[config.mk]
export PLATFORM = sky130hd
export DESIGN_NAME = dmem_port_arbiter
export DESIGN_NICKNAME = d
export VERILOG_FILES = /design/src/rtl/dmem_arb_pkg.sv /design/src/rtl/dmem_port_arbiter.sv
export SDC_FILE = /design/constraint.sdc
export NUM_CORES = 1
export LEC_CHECK = 0
export ABC_AREA = 1
export CAP_MARGIN = 40
export CORE_UTILIZATION = 41
export DETAILED_ROUTE_END_ITERATION = 12
export GPL_TIMING_DRIVEN = 1
export HOLD_SLACK_MARGIN = 0.1
export PLACE_DENSITY = 0.84
export SYNTH_ARGS = -nofsm -noshare
export SYNTH_HDL_FRONTEND = slang
export SYNTH_SLANG_ARGS = --single-unit
[constraint.sdc]
create_clock -name clk -period 1.38 [get_ports clk]
set_input_delay 0.138 -clock clk [delete_from_list [all_inputs] [get_ports clk]]
set_output_delay 0.138 -clock clk [all_outputs]
set_load 0.01 [all_outputs]
[src/rtl/dmem_arb_pkg.sv]
`default_nettype none
// ---------------------------------------------------------------------------
// dmem_arb_pkg : shared types and widths for the data-memory port arbiter
// Revision 1.0
// ---------------------------------------------------------------------------
package dmem_arb_pkg;

  localparam int DEF_ADDR_WIDTH = 16;
  localparam int DEF_DATA_WIDTH = 16;
  localparam int STREAK_W       = 3;

  typedef enum logic [1:0] {
    ST_IDLE    = 2'd0,
    ST_WR      = 2'd1,
    ST_RD_PTR  = 2'd2,
    ST_RD_DATA = 2'd3
  } arb_state_e;

endpackage
`default_nettype wire

[src/rtl/dmem_port_arbiter.sv]
`default_nettype none
// ---------------------------------------------------------------------------
// dmem_port_arbiter : one SRAM op per cycle between operand fetch and write-back
// Revision 1.0
// ---------------------------------------------------------------------------
module dmem_port_arbiter
  import dmem_arb_pkg::*;
#(
  parameter int ADDR_WIDTH    = DEF_ADDR_WIDTH,
  parameter int DATA_WIDTH    = DEF_DATA_WIDTH,
  parameter int MAX_WR_STREAK = 2
) (
  input  logic                  clk,
  input  logic                  reset_n,
  input  logic                  i_rd_req,
  input  logic [ADDR_WIDTH-1:0] i_rd_addr,
  input  logic                  i_rd_indirect,
  output logic                  o_rd_stall,
  output logic                  o_rd_valid,
  output logic [DATA_WIDTH-1:0] o_rd_data,
  input  logic                  i_flush,
  input  logic                  i_wr_req,
  input  logic [ADDR_WIDTH-1:0] i_wr_addr,
  input  logic [DATA_WIDTH-1:0] i_wr_data,
  output logic                  o_wr_stall,
  output logic [ADDR_WIDTH-1:0] o_mem_addr,
  output logic [DATA_WIDTH-1:0] o_mem_wdata,
  output logic                  o_mem_we_n,
  input  logic [DATA_WIDTH-1:0] i_mem_rdata
);

  localparam logic [STREAK_W-1:0] c_STREAK_MAX = STREAK_W'(MAX_WR_STREAK);

  arb_state_e            r_state, w_state_nxt;
  logic [ADDR_WIDTH-1:0] r_mem_addr, w_mem_addr_nxt;
  logic [DATA_WIDTH-1:0] r_mem_wdata, w_mem_wdata_nxt;
  logic                  r_mem_we_n, w_mem_we_n_nxt;
  logic                  r_rd_valid, w_rd_valid_nxt;
  logic [DATA_WIDTH-1:0] r_rd_data, w_rd_data_nxt;
  logic [STREAK_W-1:0]   r_streak, w_streak_nxt;

  logic w_decide, w_rd_busy, w_rd_eligible, w_wr_grant, w_rd_grant;

  assign w_decide      = (r_state == ST_IDLE) || (r_state == ST_WR);
  assign w_rd_busy     = (r_state == ST_RD_PTR) || (r_state == ST_RD_DATA);
  // The rd_valid term forces one idle slot after each completed read.
  assign w_rd_eligible = i_rd_req & ~i_flush & ~r_rd_valid;
  assign w_wr_grant    = w_decide & i_wr_req & ((r_streak < c_STREAK_MAX) | ~w_rd_eligible);
  assign w_rd_grant    = w_decide & w_rd_eligible & ~w_wr_grant;

  assign o_rd_stall  = i_rd_req & ~(w_rd_grant | w_rd_busy);
  assign o_wr_stall  = i_wr_req & ~w_wr_grant;
  assign o_rd_valid  = r_rd_valid;
  assign o_rd_data   = r_rd_data;
  assign o_mem_addr  = r_mem_addr;
  assign o_mem_wdata = r_mem_wdata;
  assign o_mem_we_n  = r_mem_we_n;

  always_comb begin
    w_state_nxt     = ST_IDLE;
    w_mem_addr_nxt  = r_mem_addr;
    w_mem_wdata_nxt = r_mem_wdata;
    w_mem_we_n_nxt  = 1'b1;
    w_rd_valid_nxt  = 1'b0;
    w_rd_data_nxt   = r_rd_data;
    case (r_state)
      ST_IDLE, ST_WR: begin
        if (w_wr_grant) begin
          w_state_nxt     = ST_WR;
          w_mem_addr_nxt  = i_wr_addr;
          w_mem_wdata_nxt = i_wr_data;
          w_mem_we_n_nxt  = 1'b0;
        end else if (w_rd_grant) begin
          w_mem_addr_nxt = i_rd_addr;
          w_state_nxt    = i_rd_indirect ? ST_RD_PTR : ST_RD_DATA;
        end
      end
      ST_RD_PTR: begin
        if (!i_flush) begin
          w_mem_addr_nxt = i_mem_rdata[ADDR_WIDTH-1:0];
          w_state_nxt    = ST_RD_DATA;
        end
      end
      ST_RD_DATA: begin
        if (!i_flush) begin
          w_rd_data_nxt  = i_mem_rdata;
          w_rd_valid_nxt = 1'b1;
        end
      end
      default: ;
    endcase
  end

  always_comb begin
    w_streak_nxt = r_streak;
    if (!i_rd_req || w_rd_grant) begin
      w_streak_nxt = '0;
    end else if (w_wr_grant && !i_flush && (r_streak < c_STREAK_MAX)) begin
      w_streak_nxt = r_streak + 3'd1;
    end
  end

  always_ff @(posedge clk) begin
    if (!reset_n) begin
      r_state     <= ST_IDLE;
      r_mem_addr  <= '0;
      r_mem_wdata <= '0;
      r_mem_we_n  <= 1'b1;
      r_rd_valid  <= 1'b0;
      r_rd_data   <= '0;
      r_streak    <= '0;
    end else begin
      r_state     <= w_state_nxt;
      r_mem_addr  <= w_mem_addr_nxt;
      r_mem_wdata <= w_mem_wdata_nxt;
      r_mem_we_n  <= w_mem_we_n_nxt;
      r_rd_valid  <= w_rd_valid_nxt;
      r_rd_data   <= w_rd_data_nxt;
      r_streak    <= w_streak_nxt;
    end
  end

endmodule
`default_nettype wire

==> impl_metrics.yaml <==
clocking:
  cts_tree: "done"
  h-tree-depth: 2
  clk_pin_slew_ps: 100
  clock_path_buffers: 2
  postCtsHoldBufs: 0
  root_buffer: "clkbuf_8"
  cts_sinks: 55
  numCtsBuffers: 5
  clkLatencyLatePin_ps: 300
sta:
  final.period_utilization_pct: 100.6
  fin_tns_setup_ps: -8.717
  fin_ws_ps: -8.717
  fmax_ghz: 0.7201
  timing.slew.headroom_pct: 80.16
  grt_setup_unrepaired: "true"
  finalClockSkew_ps: 3.279
  setup_viol: 1
  slew_violations: 0
  finalCriticalPeriod_ps: 1389
  hold_viol_final: 0
  tightest_slew_ps: 297.7
final_layout:
  final_cell_mix: "104 x clkdlybuf4s50_1, 52 x inv_1, 52 x dfxtp_1"
  area_growth_pct: 63.93
  drive_above_1_share_pct: 17.37
  diodes: 0
  mostFrequentLayoutCell: "clkdlybuf4s50_1"
  nets: 565
worst_setup_path:
  endpoint_kind: "primary output"
  slowest_stage: "dfxtp_2"
  required_ps: 1240
  cp-start-kind: "flip-flop"
  path_class: "reg -> out"
  crit_path_max_fanout: 4
  path_common_cell: "nand2_4"
  arrival_ps: 1250
  max_stage_delay_ps: 350
  critical-path-top-delay-family: "simple AND/OR/NAND/NOR gates"
  crit_path_cell_trace: "nor2_4 > nand3_4 > nand2_4 > nand2_4 > nand2_2 > nor2_1 > buf_2"
  cp_num_buf_inv: 1
floorplan:
  fp-row-count: 28
  fp.dieW_um: 81.08
  start_util_pct: 42.79
  core_um2: 5991
  dieArea_um2: 6573
  io_pins: 122
  die_y_um: 81.08
route:
  vias: 2760
  first_pass_iters: 5
  finalWirelength_mm: 7.497
  vias_per_cell: 4.842
  drc: 0
  initialDrtViolationCount: 122
  wire_per_inst_um: 13.15
  antenna_left: 0
placement:
  gp_congestion: 0.8581
  dp_hpwl_mm: 5.568
  io_buffer_count: 121
  place_ws_ps: -411.0
flow_run:
  drv_cap: 0
yosys:
  synth_area_per_cell_um2: 7.181
  ys_warn_count: 0
  synth_cells: 357
  synth_top_cell_area_share_pct: 42.95
  syn_area_um2: 2564
  syn_nets: 428
  synth.distinct_cells: 25
  synth_area_leaders: "dfxtp_1 43%, nor2_1 10%, inv_1 8.2%"
  ys_ff_latch: 55
  synth_area_leader_cell: "dfxtp_1"
  synth-seq-area-share_pct: 42.95
status:
  outcome: "finished, violations left"
  violations: "negative setup slack"
pwr:
  power.density_nw_per_um2: 890.7
  ir_drop_v: 0.0006289
  p_leak_nw: 2.122
global_route:
  grt_antenna_before_repair: 0
  grt_first_pass_wirelength_mm: 11.08
  grt_overflow: 0
  grt_max_degree: 33
  grt_use_total_pct: 22.06
  grt_pass1_vias: 2424
hold_path:
  min-delay-path-class: "in -> reg"
==> worst min-delay path: stages <==
cell	delay [ps]
clkdlybuf4s50_1	400
inv_1	70
a21oi_1	60
==> sequential cells by signal, indices dropped and copies added, names as in the netlist <==
name,cells
o_rd_data,16
r_state,2
o_mem_we_n,1
o_rd_valid,1
r_streak,3
o_mem_addr,16
o_mem_wdata,16
==> layout make-up <==
type	count	area [um^2]
Clock buffer	6	82.58
Clock inverter	2	35.03
Fill cell	477	1788
Inverter	61	241.5
Multi-Input combinational cell	222	1179
Sequential cell	55	1105
Tap cell	75	93.84
Timing Repair Buffer	149	1466
==> routing by layer <==
metal / global-route usage (%) / part of all wire (%) / vias up
met5: 0 / 0 / -
met4: 8.393 / 2.6 / 0
met3: 4.270 / 4.9 / 17
met2: 39.08 / 53 / 97
met1: 26.12 / 39 / 1251
li1: - / - / 1395
==> cell usage after synthesis, drive strengths merged <==
library cell,n
ha,1
buf,15
a21oi,35
o211ai,1
o21ai,48
clkinv,1
clkbuf,4
inv,60
dfxtp,55
xnor2,1
nand3,37
nor2,71
nor3,1
nand2,27
==> path summary, 6_finish.rpt <==
kind	start	slack, ps	end	cells after the start
max	o_rd_valid	-9	o_rd_stall	7
max reg2reg	r_state[1]	20	o_mem_addr[15]	9
min reg2reg	o_mem_wdata[2]	490	o_mem_wdata[2]	2
min	i_mem_rdata[13]	390	o_rd_data[13]	3
==> power by group <==
| group | switching (W) | internal [W] | total (W) |
|---|---|---|---|
| sequential | 0.0000511 | 0.00169 | 0.00174 |
| clock | 0.000513 | 0.000588 | 0.00110 |
| combinational | 0.000411 | 0.000495 | 0.000907 |
| total | 0.000975 | 0.00277 | 0.00374 |
==> logic make-up (layout without fill, tap and decap cells) <==
group                      Yosys count  after routing  synth area share, %
adders and majority gates            1              1               0.4880
AOI/OAI and AO/OA                   84             84                17.23
DFF                                 55             55                42.95
buffers and inverters               80            218                14.10
and+or+nand+nor                    136            136                24.89
xor gates and xnor gates             1              1               0.3417
==> timing repair <==
| item | 4_1_cts | 5_1_grt |
|---|---|---|
| buffers inserted | 2 | 4 |
| endpoints found under the setup margin | 10 | 31 |
| gates resized for setup | 20 | 41 |
| pin swaps | 4 | 7 |
==> through the flow <==
step                utilization (%)  area, um^2  std cells  hold slack [ps]  total power, W
floorplan                         -        2564        357            276.4        0.002154
global placement              65.58        3929        557            464.0        0.002613
detailed placement            65.58        3929        557            469.4        0.002637
CTS                           67.75        4059        567            385.3        0.003721
global route                  70.15        4203        570            405.7        0.003928
finish                        70.15        4203        570            392.1        0.003743
(Power assumes the default switching activity.)
